File: src/rtl/idex_pipe_buf.sv
// idex_pipe_buf: ID/EX stage register with valid/ready handshake, optional skid entry, bubble kill, flush and saturating stall counter
module idex_pipe_buf #(
  parameter int CTRL_W = 13,
  parameter int DATA_W = 148,
  parameter logic [CTRL_W-1:0] KILL_MASK = CTRL_W'('h0060),
  parameter int SKID = 1,
  parameter int CNT_W = 16
) (
  input  logic              i_clk,
  input  logic              i_rst_n,
  input  logic              i_in_valid,
  output logic              o_in_ready,
  input  logic [CTRL_W-1:0] i_in_ctrl,
  input  logic [DATA_W-1:0] i_in_data,
  input  logic              i_in_nop,
  input  logic              i_flush,
  output logic              o_out_valid,
  input  logic              i_out_ready,
  output logic [CTRL_W-1:0] o_out_ctrl,
  output logic [DATA_W-1:0] o_out_data,
  output logic [CNT_W-1:0]  o_stall_cnt
);
  typedef enum logic [1:0] {EMPTY, ONE, TWO} state_t;
  state_t            r_state;
  logic [CTRL_W-1:0] r_main_ctrl, r_skid_ctrl, w_in_ctrl;
  logic [DATA_W-1:0] r_main_data, r_skid_data;
  logic              w_acc, w_del, w_stall;
  always_comb begin
    o_in_ready  = (SKID != 0) ? (r_state != TWO) : (r_state == EMPTY || i_out_ready);
    o_out_valid = r_state != EMPTY;
    o_out_ctrl  = o_out_valid ? r_main_ctrl : '0;
    o_out_data  = r_main_data;
    w_acc       = i_in_valid && o_in_ready;
    w_del       = o_out_valid && i_out_ready;
    w_stall     = o_out_valid && !i_out_ready;
    w_in_ctrl   = i_in_nop ? (i_in_ctrl & ~KILL_MASK) : i_in_ctrl;
  end
  always_ff @(posedge i_clk) begin
    if (!i_rst_n) begin
      r_state     <= EMPTY;
      r_main_ctrl <= '0;
      r_main_data <= '0;
      r_skid_ctrl <= '0;
      r_skid_data <= '0;
      o_stall_cnt <= '0;
    end else begin
      o_stall_cnt <= o_stall_cnt + CNT_W'(w_stall && !(&o_stall_cnt));
      if (i_flush) begin
        r_state     <= EMPTY;
        r_main_ctrl <= '0;
        r_skid_ctrl <= '0;
      end else if (r_state == EMPTY) begin
        if (w_acc) begin
          r_state     <= ONE;
          r_main_ctrl <= w_in_ctrl;
          r_main_data <= i_in_data;
        end
      end else if (r_state == ONE) begin
        if (w_acc && w_del) begin
          r_main_ctrl <= w_in_ctrl;
          r_main_data <= i_in_data;
        end else if (w_acc) begin
          r_state     <= TWO;
          r_skid_ctrl <= w_in_ctrl;
          r_skid_data <= i_in_data;
        end else if (w_del) begin
          r_state <= EMPTY;
        end
      end else if (w_del) begin
        r_state     <= ONE;
        r_main_ctrl <= r_skid_ctrl;
        r_main_data <= r_skid_data;
      end
    end
  end
endmodule

File: config.mk
export PLATFORM = sky130hd
export DESIGN_NAME = idex_pipe_buf
export DESIGN_NICKNAME = d
export VERILOG_FILES = /design/src/rtl/idex_pipe_buf.sv
export SDC_FILE = /design/constraint.sdc
export NUM_CORES = 1
export LEC_CHECK = 0
export ABC_CLOCK_PERIOD_IN_PS = 2800
export CORE_MARGIN = 4
export CORE_UTILIZATION = 40
export DETAILED_ROUTE_END_ITERATION = 8
export PLACE_DENSITY = 0.66
export SLEW_MARGIN = 40
export SYNTH_ARGS = -nofsm -noshare
export SYNTH_HDL_FRONTEND = slang
export SYNTH_SLANG_ARGS = --single-unit
File: constraint.sdc
create_clock -name i_clk -period 2.8 [get_ports i_clk]
set_input_delay 0.84 -clock i_clk [delete_from_list [all_inputs] [get_ports i_clk]]
set_output_delay 0.84 -clock i_clk [all_outputs]
set_load 0.05 [all_outputs]
==> impl_metrics.tcl, run 1 <==
set metrics [dict create \
    p_switching_mw 3.160 \
    yosysWarnings 0 \
    nets 2009 \
    path_max_fanout 7 \
    fin_skew_ns 0.01860 \
    ys_ff_latch 340 \
    layout.cells.most_common_list "339 x dfxtp_1, 327 x clkdlybuf4s50_1, 178 x nand2_1" \
    io_buffer_count 345 \
    cts_sinks 340 \
    grt_pass1_vias 12900 \
    r2r_cells 10 \
    root_buffer "clkbuf_16" \
    relSlewSlack 0.4808 \
    synth_cells 1590 \
    fin_crit_ns 2.696 \
    r2r_end "o_stall_cnt[4]$_SDFF_PN0_" \
    routedWlPerCell_um 19.34 \
    sequentialPowerShare 0.434 \
    mappedNetlistArea_sq_mm 0.01486 \
    crit_slowest_cell "dfxtp_1" \
    synth.net_count 1760 \
    die-area_sq_mm 0.04029 \
    io_pins 346 \
    cell_internal_pwr_mw 8.649 \
    cts_buffers 38 \
    crit_end "o_in_ready" \
    period_share 0.9627 \
    die_h_um 200.7 \
    switching_share 0.2676 \
    totalWireLength_mm 45.24 \
    max_cap_viol_count 0 \
    min_from "r_skid_ctrl[0]$_SDFFE_PP0P_" \
    grt_max_degree 71 \
    clk_pin_slew_ns 0.05 \
    status "complete, no violations" \
    area_growth_syn_to_layout_pct 35.11 \
    grt_pass1_wl_mm 72.53 \
    rows 70 \
    clkPwrFrac 0.412 \
    p_comb_frac 0.154 \
    post-place-cells 2267 \
    fill_cells 3309 \
    clk_latency_ns 0.55 \
    final_cell_count_no_fill 2339 \
    tightest_slew_ns 0.7788 \
    first_iter_violations 789 \
    critPathCaptureType "output port" \
    r2r_start "o_stall_cnt[4]$_SDFF_PN0_" \
    synth_cell_types 36 \
    slew_violations 0 \
    reg2reg_slack_ns 0.61 \
    coreArea_sq_mm 0.03661 \
    powerDensity_mw_per_mm2 588.3 \
    start_kind "flop" \
    drive_gt1_frac 0.06538 \
    gp_congestion 0.8088 \
    worst-endpoint-required_ns 1.96 \
    ant_nets 0 \
    finalHoldViolCount 0 \
    setup_viol 0 \
    synth.avg_cell_area_sq_um 9.344 \
    first_pass_iters 5 \
    hold_buffers 0 \
    max_stage_delay_ns 0.61 \
    critical_path_class "flop to output port" \
    grt_usage 0.2157 \
    irDropWorstVdd_mv 0.4858 \
    die_x_um 200.7 \
    fin_setup_tns_ns 0 \
    hp-class "flop to flop" \
    clk_path_buf_depth 3 \
    timing.final.ws_setup_ns 0.1043 \
    cts_tree "done" \
    overflow 0 \
    worstPathCellList "nand2b_1, dlygate4sd2_1" \
    yosysSeqAreaShare 0.4581 \
    antenna_found_initial 7 \
    final_common_cell "dfxtp_1" \
    route.detailed.drc 0 \
    power_mw 11.81 \
    hpwl_mm 28.59 \
    arrival_ns 1.86 \
    rsz0062_at_grt "false" \
    via_per_inst 5.637 \
    cts-htree-levels 2 \
    initial_core_util 0.4058 \
    routed-via-count 13190 \
    max_clock_freq_mhz 371.0 \
    dpl_worst_slack_ns 0.03303 \
    power.leakage_nw 8.231 \
    crit_start "r_state[0]$_SDFFE_PP0P_" \
]
cell type report:
cell class / count / area (sq um) / area share
diodes: 5 / 12.51 / 0.0006233
clock buffers: 65 / 1206 / 0.06009
flip-flops and latches: 340 / 6810 / 0.3393
repair buffers: 391 / 4189 / 0.2087
well taps: 468 / 585.6 / 0.02917
inverters: 3 / 11.26 / 0.0005610
clock inverters: 2 / 10.01 / 0.0004987
multi-input cells: 1065 / 7248 / 0.3611
per-stage QoR:
step | hold WS [ns] | instance area [sq um] | utilization
global placement | 0.4420 | 18840 | 0.5146
detailed placement | 0.4473 | 18840 | 0.5147
CTS | 0.4543 | 20060 | 0.5478
finish | 0.4551 | 20070 | 0.5483
global route | 0.4721 | 20070 | 0.5483
floorplan | 0.4360 | 14860 | -
worst max-delay path: cells and delay by family (launching register included):
kind | cells | cell delay [ns]
flops | 1 | 0.61
buf+inv | 1 | 0.53
simple gates | 1 | 0.18
power by group through the flow:
stage | Sequential [mW] | Combinational (mW) | Clock, mW
after global routing | 5.14 | 1.93 | 5.20
final | 5.12 | 1.82 | 4.87
after CTS | 5.12 | 1.83 | 4.99
after detailed placement | 5.22 | 1.82 | 0
after global placement | 5.22 | 1.81 | 0
after floorplan | 5.71 | 0.563 | 0
synth_stat cells, drive strengths merged:
library cell / n / share of area
xor2: 2 / 0.0012
clkbuf: 122 / 0.031
nor3b: 3 / 0.0015
o31ai: 4 / 0.0020
a211oi: 13 / 0.0066
nor3: 1 / 0.00034
nand3: 156 / 0.053
o21ai: 152 / 0.051
and2: 4 / 0.0017
or2: 1 / 0.00042
o211a: 148 / 0.10
o21ba: 1 / 0.00067
a21oi: 39 / 0.013
and3: 1 / 0.00042
dfxtp: 340 / 0.46
mux2i: 162 / 0.11
and4bb: 1 / 0.00084
nor2: 4 / 0.0010
o211ai: 148 / 0.075
o21bai: 1 / 0.00051
nand4: 5 / 0.0021
nor2b: 13 / 0.0055
or4: 4 / 0.0020
nand2b: 8 / 0.0034
buf: 60 / 0.026
nand3b: 3 / 0.0015
inv: 3 / 0.00076
ha: 3 / 0.0025
xnor2: 1 / 0.00059
or3: 4 / 0.0017
nor4: 4 / 0.0017
nand2: 178 / 0.045
nand4bb: 1 / 0.00076
state kept, by name (all words and copies together), names as in the netlist:
register,flops
r_state,2
o_out_data,148
o_stall_cnt,16
r_main_ctrl,13
r_skid_data,148
r_skid_ctrl,13
repair_timing:
item | CTS | global route
endpoints found under the setup margin | 2 | 14
resized for setup | 2 | 1
cloned | 0 | 0
setup buffers | 0 | 0
logic make-up (layout without fill, tap and decap cells):
logic type	Yosys count	after routing	share of synthesized area
AOI/OAI and AO/OA	506	506	0.2486
and+or+nand+nor	391	391	0.1224
DFF	340	340	0.4581
buffers and inverters	185	461	0.05744
muxes	162	162	0.1091
adders and majority gates	3	3	0.002527
xor gates and xnor gates	3	3	0.001769
other	0	5	0
worst min-delay path by stage:
stage                                   end  slack, ns  cells after the start
3_5_place_dp   r_skid_ctrl[10]$_SDFFE_PP0P_       0.45                      2
4_1_cts        r_skid_ctrl[10]$_SDFFE_PP0P_       0.45                      2
2_1_floorplan   r_skid_ctrl[0]$_SDFFE_PP0P_       0.44                      2
3_3_place_gp    r_skid_ctrl[2]$_SDFFE_PP0P_       0.44                      2
6_report        r_skid_ctrl[0]$_SDFFE_PP0P_       0.46                      2
5_1_grt         r_skid_ctrl[4]$_SDFFE_PP0P_       0.47                      2
routing by layer:
metal / track usage / part of all wire / vias up
met3: 0.05913 / 0.069 / 64
met2: 0.3403 / 0.46 / 378
met4: 0.05728 / 0.020 / 4
met5: 0 / 0.00053 / -
li1: - / - / 6353
met1: 0.2936 / 0.45 / 6387
(Power assumes the default switching activity.)
==> inputs of run 2 (changes only) <==
Settings changed: CTS_CLUSTER_DIAMETER from default to 150, SETUP_SLACK_MARGIN from default to 0.3.
==> run 2 against run 1 <==
Effect of this change:
- count of clock-buffer cells in the layout is 8 lower
- flip-flop and latch count is the same
- largest power group unchanged
- critical endpoint is now o_out_ctrl[0]
- non-clock buffer count down 1
- total power rose by 0.13%
- cell area decreased by 0.52%
- register-to-register slack worse by 0.06 ns
- sequential power about the same
- largest cell class unchanged
- global-route usage decreased by 0.17 points
- critical path depth increased by 1
- clock power is 2% higher
- first-iteration DRC count up 9.4%
- via count up 0.99%
==> impl_metrics.tcl, run 2 (synthesis results as in run 1) <==
set metrics [dict create \
    cts_sinks 340 \
    r2r_cells 8 \
    arrival_ns 1.59 \
    root_buffer "clkbuf_16" \
    final_common_cell "dfxtp_1" \
    finalHoldViolCount 0 \
    cp_top_family "simple AND/OR/NAND/NOR gates" \
    worst-endpoint-required_ns 1.96 \
    clk_path_buf_depth 3 \
    io_pins 346 \
    io_buffer_count 345 \
    path_buf_inv 1 \
    dpl_worst_slack_ns 0.09080 \
    power_mw 11.82 \
    area_growth_syn_to_layout_pct 34.40 \
    period_share 0.8672 \
    rsz0062_at_grt "false" \
    cts-htree-levels 2 \
    clk_latency_ns 0.53 \
    drive_gt1_frac 0.07074 \
    slew_violations 0 \
    nets 2009 \
    route.detailed.drc 0 \
    clk_pin_slew_ns 0.05 \
    totalWireLength_mm 45.69 \
    rows 70 \
    antenna_found_initial 4 \
    grt_max_degree 96 \
    max_clock_freq_mhz 411.8 \
    relSlewSlack 0.4342 \
    tightest_slew_ns 0.8487 \
    cts_tree "done" \
    status "complete, no violations" \
    via_per_inst 5.700 \
    die-area_sq_mm 0.04029 \
    fill_cells 3363 \
    grt_pass1_wl_mm 72.28 \
    fin_crit_ns 2.428 \
    max_stage_delay_ns 0.41 \
    fin_skew_ns 0.01224 \
    grt_pass1_vias 12560 \
    first_pass_iters 8 \
    critPathCaptureType "output port" \
    routed-via-count 13320 \
    hold_depth 2 \
    die_h_um 200.7 \
    first_iter_violations 863 \
    hpwl_mm 28.42 \
    path_max_fanout 14 \
    fin_setup_tns_ns 0 \
    power.leakage_nw 8.887 \
    irDropWorstVdd_mv 0.5697 \
    max_cap_viol_count 0 \
    hp-class "flop to flop" \
    routedWlPerCell_um 19.56 \
    worstPathCellList "nor2_4, nor2b_1, buf_12" \
    cts_buffers 39 \
    overflow 0 \
    ant_nets 0 \
    coreArea_sq_mm 0.03661 \
    gp_congestion 0.8275 \
    crit_slowest_cell "dfxtp_4" \
    critical_path_class "flop to output port" \
    start_kind "flop" \
    grt_usage 0.2141 \
    powerDensity_mw_per_mm2 592.2 \
    cp.depth 3 \
    die_x_um 200.7 \
    layout.cells.most_common_list "339 x dfxtp_1, 178 x nand2_1, 164 x clkdlybuf4s50_1, 164 x dlygate4sd2_1, 162 x mux2i_1" \
    setup_viol 0 \
    timing.final.ws_setup_ns 0.3718 \
    initial_core_util 0.4058 \
    hold_buffers 0 \
]
[run 2: changes by cell type in the layout (fill, tap and decap cells not counted), moves of 4 or more]
cell and change:
clkdlybuf4s50_1 -163, dlygate4sd2_1 +162, clkbuf_1 -5, buf_12 +4
buf_4 -4, clkinv_2 +4
[run 2: what timing repair did]
action                                  4_1_cts  5_1_grt
hold endpoints to repair                      0        0
resized for setup                           165        0
endpoints found under the setup margin      178        0
buffers inserted                              0        0
[run 2: worst register-to-register path, delay by kind of cell (launching register included)]
family	cells	cell delay [ns]
adders and majority gates	2	0.37
xor gates and xnor gates	1	0.15
AOI/OAI and AO/OA	1	0.13
and+or+nand+nor	4	1.02
DFF	1	0.46
[run 2: report_power, final]
group / internal (mW) / leakage, nW / switching, mW
Clock: 2.97 / 0.615 / 2.00
Sequential: 5.01 / 2.77 / 0.101
Combinational: 0.634 / 5.50 / 1.11
[run 2: path summary, 6_finish.rpt]
kind,startpoint,end,slack (ns)
max,r_state[1]$_SDFFE_PP0P_,o_out_ctrl[0],0.37
min,r_skid_ctrl[4]$_SDFFE_PP0P_,r_skid_ctrl[4]$_SDFFE_PP0P_,0.45
max reg2reg,o_stall_cnt[2]$_SDFF_PN0_,o_stall_cnt[4]$_SDFF_PN0_,0.55
min reg2reg,r_skid_ctrl[4]$_SDFFE_PP0P_,r_skid_ctrl[4]$_SDFFE_PP0P_,0.45
[run 2: through the flow]
step | util | cells | hold slack (ns) | cell area, sq um
finish | 0.5454 | 2336 | 0.4522 | 19970
global route | 0.5454 | 2336 | 0.4709 | 19970
CTS | 0.5453 | 2334 | 0.4567 | 19960
detailed placement | 0.5169 | 2266 | 0.4486 | 18920
global placement | 0.5168 | 2266 | 0.4422 | 18920
floorplan | - | 1590 | 0.4360 | 14900
[run 2: final cells by class]
| cell class | instances | area, sq um | area share |
|---|---|---|---|
| Inverter | 3 | 11.26 | 0.0005639 |
| Sequential cell | 340 | 6810 | 0.3411 |
| Multi-Input combinational cell | 1065 | 7289 | 0.3651 |
| Tap cell | 468 | 585.6 | 0.02933 |
| Clock inverter | 11 | 116.4 | 0.005827 |
| Timing Repair Buffer | 390 | 4026 | 0.2016 |
| Antenna cell | 2 | 5.005 | 0.0002506 |
| Clock buffer | 57 | 1124 | 0.05627 |
[run 2: routing by layer]
metal	global-route usage	wire [um]	share of wire
met3	0.05654	3539	0.077
met2	0.3424	21350	0.47
met5	0	26	0.00057
met1	0.2881	19700	0.43
met4	0.05851	1065	0.023
